<file path="config.mk">
export PLATFORM = sky130hd
export DESIGN_NAME = lcd_bus_monitor
export DESIGN_NICKNAME = d
export VERILOG_FILES = /design/src/rtl/lcd_bus_monitor.sv
export SDC_FILE = /design/constraint.sdc
export NUM_CORES = 1
export LEC_CHECK = 0
export ABC_AREA = 1
export ABC_CLOCK_PERIOD_IN_PS = 3900
export CAP_MARGIN = 20
export CORE_UTILIZATION = 51
export DETAILED_ROUTE_END_ITERATION = 12
export PLACE_DENSITY = 0.81
export SLEW_MARGIN = 20
export SYNTH_ARGS = -nofsm -noshare
export SYNTH_HDL_FRONTEND = slang
export SYNTH_SLANG_ARGS = --single-unit
</file>
<file path="constraint.sdc">
create_clock -name clk -period 3.9 [get_ports clk]
set_clock_uncertainty 0.1 [all_clocks]
set_input_delay 0.78 -clock clk [delete_from_list [all_inputs] [get_ports clk]]
set_output_delay 0.78 -clock clk [all_outputs]
set_load 0.02 [all_outputs]
</file>
<file path="src/rtl/lcd_bus_monitor.sv">
// Passive HD44780-style text LCD bus reader: decodes bus writes into a shadow 2x16
// character buffer, mirroring the DDRAM address counter and display-control state.
module lcd_bus_monitor #(
  parameter int unsigned SYNC_STAGES = 2,
  parameter logic [6:0]  LINE2_BASE  = 7'h40
) (
  input  logic         clk,
  input  logic         rst,
  input  logic [7:0]   tlcd_d,
  input  logic         tlcd_e,
  input  logic         tlcd_rs,
  input  logic         tlcd_rw,
  output logic [127:0] line1,
  output logic [127:0] line2,
  output logic [6:0]   cursor_addr,
  output logic         display_on,
  output logic [7:0]   last_cmd,
  output logic         cmd_strobe,
  output logic         data_strobe,
  output logic         offscreen_err
);

  localparam logic [1:0] StIdle    = 2'd0;
  localparam logic [1:0] StCapture = 2'd1;
  localparam logic [1:0] StExec    = 2'd2;

  localparam logic [127:0] Blank = {16{8'h20}};

  // Bus bits packed {e, rs, rw, d[7:0]} so every bit sees identical delay.
  logic [SYNC_STAGES-1:0][10:0] sync_q;
  logic sync_e, sync_rs, sync_rw;
  logic [7:0] sync_d;

  always_ff @(posedge clk or negedge rst) begin
    if (!rst) begin
      sync_q <= '0;
    end else begin
      sync_q <= {sync_q[SYNC_STAGES-2:0], {tlcd_e, tlcd_rs, tlcd_rw, tlcd_d}};
    end
  end

  assign sync_e  = sync_q[SYNC_STAGES-1][10];
  assign sync_rs = sync_q[SYNC_STAGES-1][9];
  assign sync_rw = sync_q[SYNC_STAGES-1][8];
  assign sync_d  = sync_q[SYNC_STAGES-1][7:0];

  logic [1:0]   state_q, state_d;
  logic         rs_q, rs_d, rw_q, rw_d;
  logic [7:0]   dat_q, dat_d;
  logic [127:0] line1_q, line1_d, line2_q, line2_d;
  logic [6:0]   cursor_q, cursor_d;
  logic         inc_q, inc_d, cgram_q, cgram_d, disp_q, disp_d;
  logic [7:0]   last_cmd_q, last_cmd_d;
  logic         cmd_stb_q, cmd_stb_d, data_stb_q, data_stb_d;
  logic         off_err_q, off_err_d;
  logic [6:0]   line2_off;

  // Two-line DDRAM map: 0x00..0x27 and 0x40..0x67 form one ring.
  function automatic logic [6:0] step_addr(input logic [6:0] a, input logic inc);
    if (inc) begin
      if (a == 7'h27)      step_addr = 7'h40;
      else if (a == 7'h67) step_addr = 7'h00;
      else                 step_addr = a + 7'd1;
    end else begin
      if (a == 7'h00)      step_addr = 7'h67;
      else if (a == 7'h40) step_addr = 7'h27;
      else                 step_addr = a - 7'd1;
    end
  endfunction

  assign line2_off = cursor_q - LINE2_BASE;

  always_comb begin
    state_d    = state_q;
    rs_d       = rs_q;
    rw_d       = rw_q;
    dat_d      = dat_q;
    line1_d    = line1_q;
    line2_d    = line2_q;
    cursor_d   = cursor_q;
    inc_d      = inc_q;
    cgram_d    = cgram_q;
    disp_d     = disp_q;
    last_cmd_d = last_cmd_q;
    cmd_stb_d  = 1'b0;
    data_stb_d = 1'b0;
    off_err_d  = off_err_q;

    case (state_q)
      StIdle, StCapture: begin
        if (sync_e) begin
          state_d = StCapture;
          rs_d    = sync_rs;
          rw_d    = sync_rw;
          dat_d   = sync_d;
        end else if (state_q == StCapture) begin
          // Falling E: commit the transfer so it is visible while in EXEC.
          state_d = StExec;
          if (!rw_q && !rs_q) begin
            last_cmd_d = dat_q;
            cmd_stb_d  = 1'b1;
            casez (dat_q)
              8'b1???_????: begin
                cursor_d = dat_q[6:0];
                cgram_d  = 1'b0;
              end
              8'b01??_????: cgram_d = 1'b1;
              8'b001?_????: ;
              8'b0001_????: if (!dat_q[3]) cursor_d = step_addr(cursor_q, dat_q[2]);
              8'b0000_1???: disp_d = dat_q[2];
              8'b0000_01??: inc_d = dat_q[1];
              8'b0000_001?: begin
                cursor_d = 7'd0;
                cgram_d  = 1'b0;
              end
              8'b0000_0001: begin
                line1_d  = Blank;
                line2_d  = Blank;
                cursor_d = 7'd0;
                inc_d    = 1'b1;
                cgram_d  = 1'b0;
              end
              default: ;
            endcase
          end else if (!rw_q && rs_q) begin
            data_stb_d = 1'b1;
            if (!cgram_q) begin
              if (cursor_q < 7'd16) begin
                for (int c = 0; c < 16; c++) begin
                  if (cursor_q == 7'(c)) line1_d[127-8*c -: 8] = dat_q;
                end
              end else if (line2_off < 7'd16) begin
                for (int c = 0; c < 16; c++) begin
                  if (line2_off == 7'(c)) line2_d[127-8*c -: 8] = dat_q;
                end
              end else begin
                off_err_d = 1'b1;
              end
              cursor_d = step_addr(cursor_q, inc_q);
            end
          end
        end
      end
      StExec:  state_d = StIdle;
      default: state_d = StIdle;
    endcase
  end

  always_ff @(posedge clk or negedge rst) begin
    if (!rst) begin
      state_q    <= StIdle;
      rs_q       <= 1'b0;
      rw_q       <= 1'b0;
      dat_q      <= 8'h00;
      line1_q    <= Blank;
      line2_q    <= Blank;
      cursor_q   <= 7'd0;
      inc_q      <= 1'b1;
      cgram_q    <= 1'b0;
      disp_q     <= 1'b0;
      last_cmd_q <= 8'h00;
      cmd_stb_q  <= 1'b0;
      data_stb_q <= 1'b0;
      off_err_q  <= 1'b0;
    end else begin
      state_q    <= state_d;
      rs_q       <= rs_d;
      rw_q       <= rw_d;
      dat_q      <= dat_d;
      line1_q    <= line1_d;
      line2_q    <= line2_d;
      cursor_q   <= cursor_d;
      inc_q      <= inc_d;
      cgram_q    <= cgram_d;
      disp_q     <= disp_d;
      last_cmd_q <= last_cmd_d;
      cmd_stb_q  <= cmd_stb_d;
      data_stb_q <= data_stb_d;
      off_err_q  <= off_err_d;
    end
  end

  assign line1         = line1_q;
  assign line2         = line2_q;
  assign cursor_addr   = cursor_q;
  assign display_on    = disp_q;
  assign last_cmd      = last_cmd_q;
  assign cmd_strobe    = cmd_stb_q;
  assign data_strobe   = data_stb_q;
  assign offscreen_err = off_err_q;

endmodule
</file>
Word-level counts from Yosys, hierarchy flattened

Index checks and enable logic that the tools add are counted.

Flip-flop bits (word level): 311
Bits of input ports: 13

Add/sub/neg operators: 3
Order comparisons: 2
Eq/ne operators: 46
Muxes and demuxes: 67
Bitwise logic cells: 5
Reduce and logical (&&, ||, !) cells: 86

Operators by type and width:

| kind                                                                  | number |
|---|---|
| 128-bit 2-to-1 mux                                                    | 10 |
| 8-bit 2-to-1 mux                                                      | 32 |
| 9-bit AND reduction                                                   | 16 |
| 8-bit AND reduction                                                   | 17 |
| 7-bit by 4-bit == test with 1-bit output (second input constant)      | 16 |
| 2-bit nonzero test                                                    | 37 |
| 7-bit 2-to-1 mux                                                      | 10 |
| 7-bit by 3-bit == test with 1-bit output (second input constant)      | 8 |
| 7-bit by 2-bit == test with 1-bit output (second input constant)      | 4 |
| 7-bit by 1-bit == test with 1-bit output (second input constant)      | 3 |
| 7-bit case mux with 3 select lines                                    | 1 |
| 5-bit AND reduction                                                   | 3 |
| 7-bit == test (second input constant)                                 | 2 |
| 7-bit logical NOT                                                     | 2 |
| 7-bit by 5-bit < comparator with 1-bit output (second input constant) | 2 |
| 1-bit 2-to-1 mux                                                      | 9 |
| 8-bit by 1-bit == test with 1-bit output (second input constant)      | 1 |
| 7-bit by 1-bit adder with 7-bit output (second input constant)        | 1 |
| 7-bit by 6-bit == test with 1-bit output (second input constant)      | 1 |
| 7-bit AND reduction                                                   | 1 |
| 7-bit by 1-bit subtractor with 7-bit output (second input constant)   | 1 |
| 7-bit subtractor (second input constant)                              | 1 |
| 6-bit by 1-bit == test with 1-bit output (second input constant)      | 1 |
| 2-bit 2-to-1 mux                                                      | 3 |
| other kinds (16)                                                      | 27 |

Logic depth before layout (Yosys ltp)

Gate-level depths: netlist of run 1.

Depth after elaboration: 8
Gate-level depth with buffers: 12
Mapped depth without buffers: 11

Worst setup path before layout of run 1

Ideal clock, no wire load.

Path kind: reg2reg
Start point: register cursor_q[0] (netlist: cursor_addr[0])
End point: register line2_q[76] (netlist: line2[76])
Library setup time: 0.123 ns
Arrival: 1.875 ns
Data required time: 3.677 ns
Path slack: 1.802 ns
Stages on the path, launching flop included: 9
Buffers on the path: 0
Clock period less this slack: 2.098 ns
Path through: dfrtp_1 > clkinv_1 > ha_1 > inv_1 > nor2_1 > a21oi_1 > nor2_2 > nand2_1 > nand2_1

Cells in the longest elaborated chain, start to end: 4
Elaborated cells between the ends (all ways): 8

RTL lines:

| what                                                                                                      | line     | source |
|---|---|---|
| start: declaration                                                                                        | 51       | `logic [6:0] cursor_q, cursor_d;` |
| start signal: assignment                                                                                  | 172      | `cursor_q <= cursor_d;` |
| 7-bit subtractor                                                                                          | 71       | `assign line2_off = cursor_q - LINE2_BASE;` |
| 7-bit by 5-bit < comparator with 1-bit output or 7-bit by 3-bit == test with 1-bit output (tied branches) | 132, 134 |  |
| 2-bit nonzero test (no line)                                                                              | n/a      |  |
| 9-bit AND reduction (no line) *                                                                           | n/a      |  |
| end signal: assignment                                                                                    | 156      | `line2_q <= Blank;` |
| end signal: assignment                                                                                    | 171      | `line2_q <= line2_d;` |
| end: declaration                                                                                          | 50       | `logic [127:0] line1_q, line1_d, line2_q, line2_d;` |

Mark *: on every way between the ends. The rest lies on a longest branch, timed or not.
A chain may end at the register's enable or synchronous reset.

Worst setup path after layout of run 1

Start point: register rs_q
End point: register line2_q[127] (netlist: line2[127])

Cells in the longest elaborated chain, start to end: 4
Elaborated cells between the ends (all ways): 11

RTL lines:

| what                                                    | line | source |
|---|---|---|
| start: declaration                                      | 48   | `logic rs_q, rs_d, rw_q, rw_d;` |
| start signal: assignment                                | 167  | `rs_q <= rs_d;` |
| 1-bit logical NOT                                       | 99   | `if (!rw_q && !rs_q) begin` |
| 1-bit logical AND                                       | 99   |  |
| 2-bit inequality test (no line) (tied with other cells) | n/a  |  |
| 9-bit AND reduction (no line)                           | n/a  |  |

Parallel ways exist; a longest one is shown, timed or not.

==> impl_metrics.json, run 1 <==
{
  "outcome": "finished clean",
  "min_period_ns": 2.99,
  "diodes": 0,
  "first_pass_iters": 5,
  "post_cts_buffers": 0,
  "clk_pin_slew_worst_paths_ns": 0.06,
  "yosys_warnings": 0,
  "p_per_area_nw_per_um2": 809,
  "synthDistinctLibCells": 36,
  "worstPathRequired_ns": 4.28,
  "htree_levels": 1,
  "worstSetupStartpointType": "flop",
  "io-pin-count": 288,
  "tightestPinTransition_ns": 1.00,
  "drt_iter0_markers": 850,
  "hold_buffers": 0,
  "core_sq_um": 24500,
  "antenna_found_initial": 0,
  "grtUsageTotal": 0.281,
  "yosys.cell_count.top_type": "nand2_1",
  "setup_viol_count_final": 0,
  "die_w_um": 160,
  "rsz0062_at_grt": "false",
  "synthCells": 1360,
  "yosys-top-cells-area": "dfrtp_1, nand2_1, o21ai_0, dfstp_2, o21ai_1",
  "cts_tree": "done",
  "synth_common_cells": "nand2_1, dfrtp_1, o21ai_0",
  "startpoint": "rs_q$_DFFE_PN0P_",
  "first_global_vias": 10200,
  "yosysSeqAreaShare": 0.613,
  "start_util": 0.522,
  "synth_flop_cell": "dfrtp_1",
  "max-vdd-ir-drop_mv": 0.423,
  "rows": 57,
  "r2r-end": "line2[127]$_DFFE_PN0P_",
  "synthArstFlopShare": 1.00,
  "top_layer": "met4",
  "maxCapViolations": 0,
  "chipHeight_um": 160,
  "internal_power_mw": 8.50,
  "avgViaCountPerCell": 5.35,
  "clockPowerShare": 0.219,
  "layout.cells.non_filler": 1985,
  "r2r_slack_ns": 0.91,
  "synth_top_area_cell": "dfrtp_1",
  "drt-total-wl_um": 35900,
  "hold_violations": 0,
  "gp_congestion": 0.903,
  "crit_fanout": 55,
  "grt_start_max_net_pins": 118,
  "timing.rr.start": "rs_q$_DFFE_PN0P_",
  "swShare": 0.377,
  "fmax_ghz": 0.335,
  "port_buffers": 287,
  "wl_met2_um": 16900,
  "arrival_ns": 3.37,
  "root_buffer": "clkbuf_16",
  "comb_power_share": 0.406,
  "p_switching_mw": 5.15,
  "power_leakage_nw": 7.84,
  "ff2ff_path_depth": 8,
  "hold_class": "in2async",
  "wire_per_inst_um": 18.1,
  "fin_nets": 1655,
  "ys_seq_elements": 311,
  "grt_pass1_wl_um": 56400,
  "p_seq_frac": 0.374,
  "fin_crit_sh": 0.766,
  "cts_buffers": 31,
  "dp_hpwl_um": 24300,
  "ant_nets": 0,
  "clk_latency_ns": 0.55,
  "area_growth_pct": 32.2,
  "fin_setup_tns_ns": 0,
  "yosysTopAreaCellShare": 0.545,
  "drive_gt1_frac": 0.101,
  "crit_end": "line2[127]$_DFFE_PN0P_",
  "netlist_area_sq_um": 12800,
  "relSlewSlack": 0.328,
  "wl_met3_um": 3030,
  "routed-via-count": 10600,
  "cts_resized": 0,
  "postSynthAreaPerCell_sq_um": 9.39,
  "worstSetupPathType": "reg2reg",
  "whs_ns": 0.169,
  "cts_sinks": 311,
  "crit_path_end_kind": "flop",
  "drc": 0,
  "wl_met1_um": 14800,
  "placed_cells": 1927,
  "synth-edff-count": 0,
  "cts_buffer_depth": 3,
  "overflow": 0,
  "syn_nets": 1378,
  "slew_violations": 0,
  "die_area_sq_um": 25700
}
-- cells in the final DEF, fill, tap and decap left out, drive strengths merged --
master	n
a31o	1
bufinv	3
clkinvlp	1
dfrtp	278
nor3	2
a31oi	3
xor2	3
a21oi	18
nand3	38
ha	5
buf	19
o22ai	1
inv	61
nor2	69
o211ai	1
nand2	477
clkdlybuf4s50	286
clkbuf	46
o2111ai	1
o21ai	303
clkinv	9
dfstp	33
nand4	3
-- registers in the layout, summed over array words and instances, names as in the netlist, 2 cells and up --
| register | cells |
|---|---|
| last_cmd | 8 |
| state_q | 2 |
| sync_q | 13 |
| sync_d | 8 |
| dat_q | 8 |
| cursor_addr | 7 |
| line2 | 128 |
| line1 | 128 |
-- stage by stage --
step / setup WS (ns) / instance area [sq um] / power [mW] / utilization
after detailed placement: 0.935 / 15800 / 10.7 / 0.647
after floorplan: 1.80 / 12800 / 7.82 / -
final: 0.912 / 16900 / 13.7 / 0.690
after CTS: 0.926 / 16900 / 13.7 / 0.689
after global placement: 1.02 / 15800 / 10.5 / 0.647
after global routing: 0.606 / 16900 / 14.3 / 0.690
-- worst max-delay path: stages (launching register included) --
cell	delay, ns
dfrtp_1	0.43
nor2_8	0.49
inv_2	0.27
nand2_1	0.18
nand3_4	0.41
buf_4	0.47
nor2_2	0.32
nand2_1	0.08
nand2_1	0.10
-- cell type report --
type,count,area (sq um)
inverter,63,236
clock buffer,46,892
fill,1894,7580
tap,324,405
clock inverter,11,143
timing repair buffer,305,3030
sequential,311,7820
multi-input combinational,925,4360
-- metal layers --
layer | track usage | vias up
met2 | 0.460 | 467
met5 | 0 | -
met1 | 0.374 | 5106
met4 | 0.0961 | 0
li1 | - | 4982
met3 | 0.0577 | 74
-- how the worst min path moves through the flow --
stage / from / end / slack, ns / cells past startpoint
global route: rst / line1[113]$_DFFE_PN0P_ / 0.25 / 1
CTS: rst / line1[113]$_DFFE_PN0P_ / 0.24 / 1
finish: rst / line1[50]$_DFFE_PN0P_ / 0.17 / 1
global placement: sync_q[1]$_DFF_PN0_ / sync_d[1]$_DFF_PN0_ / 0.23 / 0
floorplan: sync_q[0]$_DFF_PN0_ / sync_d[0]$_DFF_PN0_ / 0.23 / 0
detailed placement: sync_q[3]$_DFF_PN0_ / sync_d[3]$_DFF_PN0_ / 0.23 / 0
-- power groups by stage --
stage | Combinational (mW) | Sequential, mW | Clock (mW)
after floorplan | 1.54 | 6.27 | 0
after global placement | 5.42 | 5.11 | 0
after detailed placement | 5.53 | 5.13 | 0
after CTS | 5.56 | 5.10 | 3.04
after global routing | 5.93 | 5.23 | 3.17
final | 5.54 | 5.11 | 3.00
-- logic make-up (layout without fill, tap and decap cells) --
group | after synthesis | count (layout) | synth area share
AO/OA/AOI/OAI | 328 | 328 | 0.136
XOR/XNOR | 3 | 3 | 0.00206
adder cells (fa/ha/maj) | 5 | 5 | 0.00490
buffers and inverters | 124 | 425 | 0.0469
flip-flops | 311 | 311 | 0.613
AND/OR/NAND/NOR | 589 | 589 | 0.197
(Power assumes the default switching activity.)
==> run 2: changes to the inputs <==
- ABC_CLOCK_PERIOD_IN_PS: 3900 -> 2800
- CORE_UTILIZATION: 51 -> 50
- PLACE_DENSITY: 0.81 -> 0.79
- clock period: 3.9 -> 2.8 ns (I/O delays scaled with it)
==> impl_metrics.json, run 2 (synthesis gave the netlist of run 1 again) <==
{
  "relSlewSlack": 0.471,
  "grt_pass1_wl_um": 58000,
  "rows": 58,
  "fmax_ghz": 0.396,
  "gp_congestion": 0.899,
  "cts_buffers": 34,
  "first_pass_iters": 5,
  "cts_buffer_depth": 3,
  "drt_iter0_markers": 849,
  "seqCellArea_sq_um": 7820,
  "drt-total-wl_um": 36900,
  "cp_top_family": "simple AND/OR/NAND/NOR gates",
  "setup_viol_count_final": 0,
  "tightestPinTransition_ns": 0.793,
  "slew_violations": 0,
  "crit_fanout": 11,
  "worstSetupStartpointType": "flop",
  "antenna_found_initial": 0,
  "min_path_cells": 0,
  "worstPathRequired_ns": 3.12,
  "core_sq_um": 25100,
  "cts_sinks": 311,
  "fin_crit_sh": 0.901,
  "max-vdd-ir-drop_mv": 0.725,
  "r2r_slack_ns": 0.28,
  "hold_path_end": "sync_d[3]$_DFF_PN0_",
  "fin_nets": 1679,
  "hold_violations": 0,
  "die_w_um": 162,
  "grtUsageMet1": 0.378,
  "min_period_ns": 2.52,
  "outcome": "finished clean",
  "timing.rr.start": "cursor_addr[0]$_DFFE_PN0P_",
  "drive_gt1_frac": 0.112,
  "clk_pin_slew_worst_paths_ns": 0.06,
  "max_stage_delay_ns": 0.56,
  "worstSetupPathType": "reg2reg",
  "p_per_area_nw_per_um2": 1120,
  "start_util": 0.509,
  "cts_tree": "done",
  "dp_hpwl_um": 25000,
  "hold_class": "reg2reg",
  "path_buf_inv": 2,
  "io-pin-count": 288,
  "fin_setup_tns_ns": 0,
  "final_common_cell": "nand2_1",
  "diodes": 0,
  "ff2ff_path_depth": 9,
  "grtUsageMet3": 0.0689,
  "hp-start": "sync_q[3]$_DFF_PN0_",
  "port_buffers": 287,
  "overflow": 0,
  "power_leakage_nw": 7.98,
  "clk_latency_ns": 0.50,
  "drc": 0,
  "layout_common_cells": "nand2_1, clkdlybuf4s50_1, dfrtp_1",
  "crit_path_end_kind": "flop",
  "first_global_vias": 10400,
  "grt.busiest_layer": "met2",
  "wire_per_inst_um": 18.3,
  "routed-via-count": 10800,
  "htree_levels": 2,
  "critPathSlowestCell": "dfrtp_1",
  "root_buffer": "clkbuf_16",
  "multi_input_area_sq_um": 4350,
  "placed_cell_area_sq_um": 16100,
  "r2r-end": "cursor_addr[4]$_DFFE_PN0P_",
  "ant_nets": 0,
  "die_area_sq_um": 26200,
  "crit_top_cell": "nor2_1",
  "fillers": 1966,
  "use_met2": 0.460,
  "area_growth_pct": 34.2,
  "arrival_ns": 2.85,
  "grtUsageTotal": 0.284,
  "chipHeight_um": 162,
  "avgViaCountPerCell": 5.38,
  "crit_chain": "clkinvlp_4 -> ha_1 -> inv_1 -> nor2_1 -> nand2_1 -> nand3_1 -> o21ai_0 -> nor2_1 -> a21oi_1",
  "maxCapViolations": 0,
  "grt_start_max_net_pins": 64,
  "rsz0062_at_grt": "false",
  "fin_area_sq_um": 17100
}
-- run 2: cell count changes in the layout (fill, tap and decap cells not counted), moves of 2 or more --
cell	delta
buf_12	+5
buf_4	+14
clkbuf_16	+4
inv_6	+2
bufinv_16	-3
-- run 2: how the worst max path moves through the flow --
| stage | to | startpoint | depth (start not counted) | slack (ns) |
|---|---|---|---|---|
| finish | cursor_addr[4]$_DFFE_PN0P_ | cursor_addr[0]$_DFFE_PN0P_ | 9 | 0.28 |
| global route | cursor_addr[4]$_DFFE_PN0P_ | cursor_addr[0]$_DFFE_PN0P_ | 11 | 0.06 |
| CTS | cursor_addr[2]$_DFFE_PN0P_ | cursor_addr[0]$_DFFE_PN0P_ | 10 | 0.21 |
| detailed placement | cursor_addr[2]$_DFFE_PN0P_ | cursor_addr[0]$_DFFE_PN0P_ | 10 | 0.24 |
| global placement | cursor_addr[4]$_DFFE_PN0P_ | cursor_addr[0]$_DFFE_PN0P_ | 9 | 0.21 |
| floorplan | line2[76]$_DFFE_PN0P_ | cursor_addr[0]$_DFFE_PN0P_ | 8 | 0.70 |
-- run 2: worst reg2reg max path: cells and delay by family (launching register included) --
family,cells,cell delay (ns)
DFF,1,0.56
buffers and inverters,2,0.53
AOI/OAI and AO/OA,2,0.34
and+or+nand+nor,4,0.63
adders and majority gates,1,0.28
-- run 2: repair_timing --
action,in CTS,in global routing
gates resized for setup,0,1
buffers inserted,0,0
endpoints found under the hold margin,47,0
setup endpoints to repair,0,1
hold buffers,1,0
-- run 2: report_power, final --
group / leakage [nW] / total [mW] / internal, mW / switching, mW
clock: 0.519 / 4.21 / 2.46 / 1.75
combinational: 3.46 / 7.87 / 3.33 / 4.54
sequential: 4.00 / 7.13 / 6.12 / 1.01
-- run 2: layout make-up --
type | count | area share
multi-input cells | 925 | 0.254
well taps | 330 | 0.0241
clock buffers | 51 | 0.0581
flip-flops and latches | 311 | 0.457
clock inverters | 8 | 0.00299
repair buffers | 326 | 0.190
inverters | 63 | 0.0140
-- run 2: stage by stage --
step | power, mW | cells | util | setup WS [ns] | hold WS (ns)
CTS | 19.2 | 2014 | 0.682 | 0.213 | 0.248
floorplan | 10.9 | 1360 | - | 0.702 | 0.164
global placement | 14.8 | 1953 | 0.639 | 0.207 | 0.233
detailed placement | 15.0 | 1954 | 0.640 | 0.243 | 0.235
finish | 19.2 | 2014 | 0.682 | 0.277 | 0.246
global route | 20.2 | 2014 | 0.682 | 0.0620 | 0.251
-- run 2: metal layers --
metal | part of all wire | routed length [um]
met5 | 0 | 0
met1 | 0.41 | 15300
met2 | 0.47 | 17500
met3 | 0.084 | 3100
met4 | 0.029 | 1070
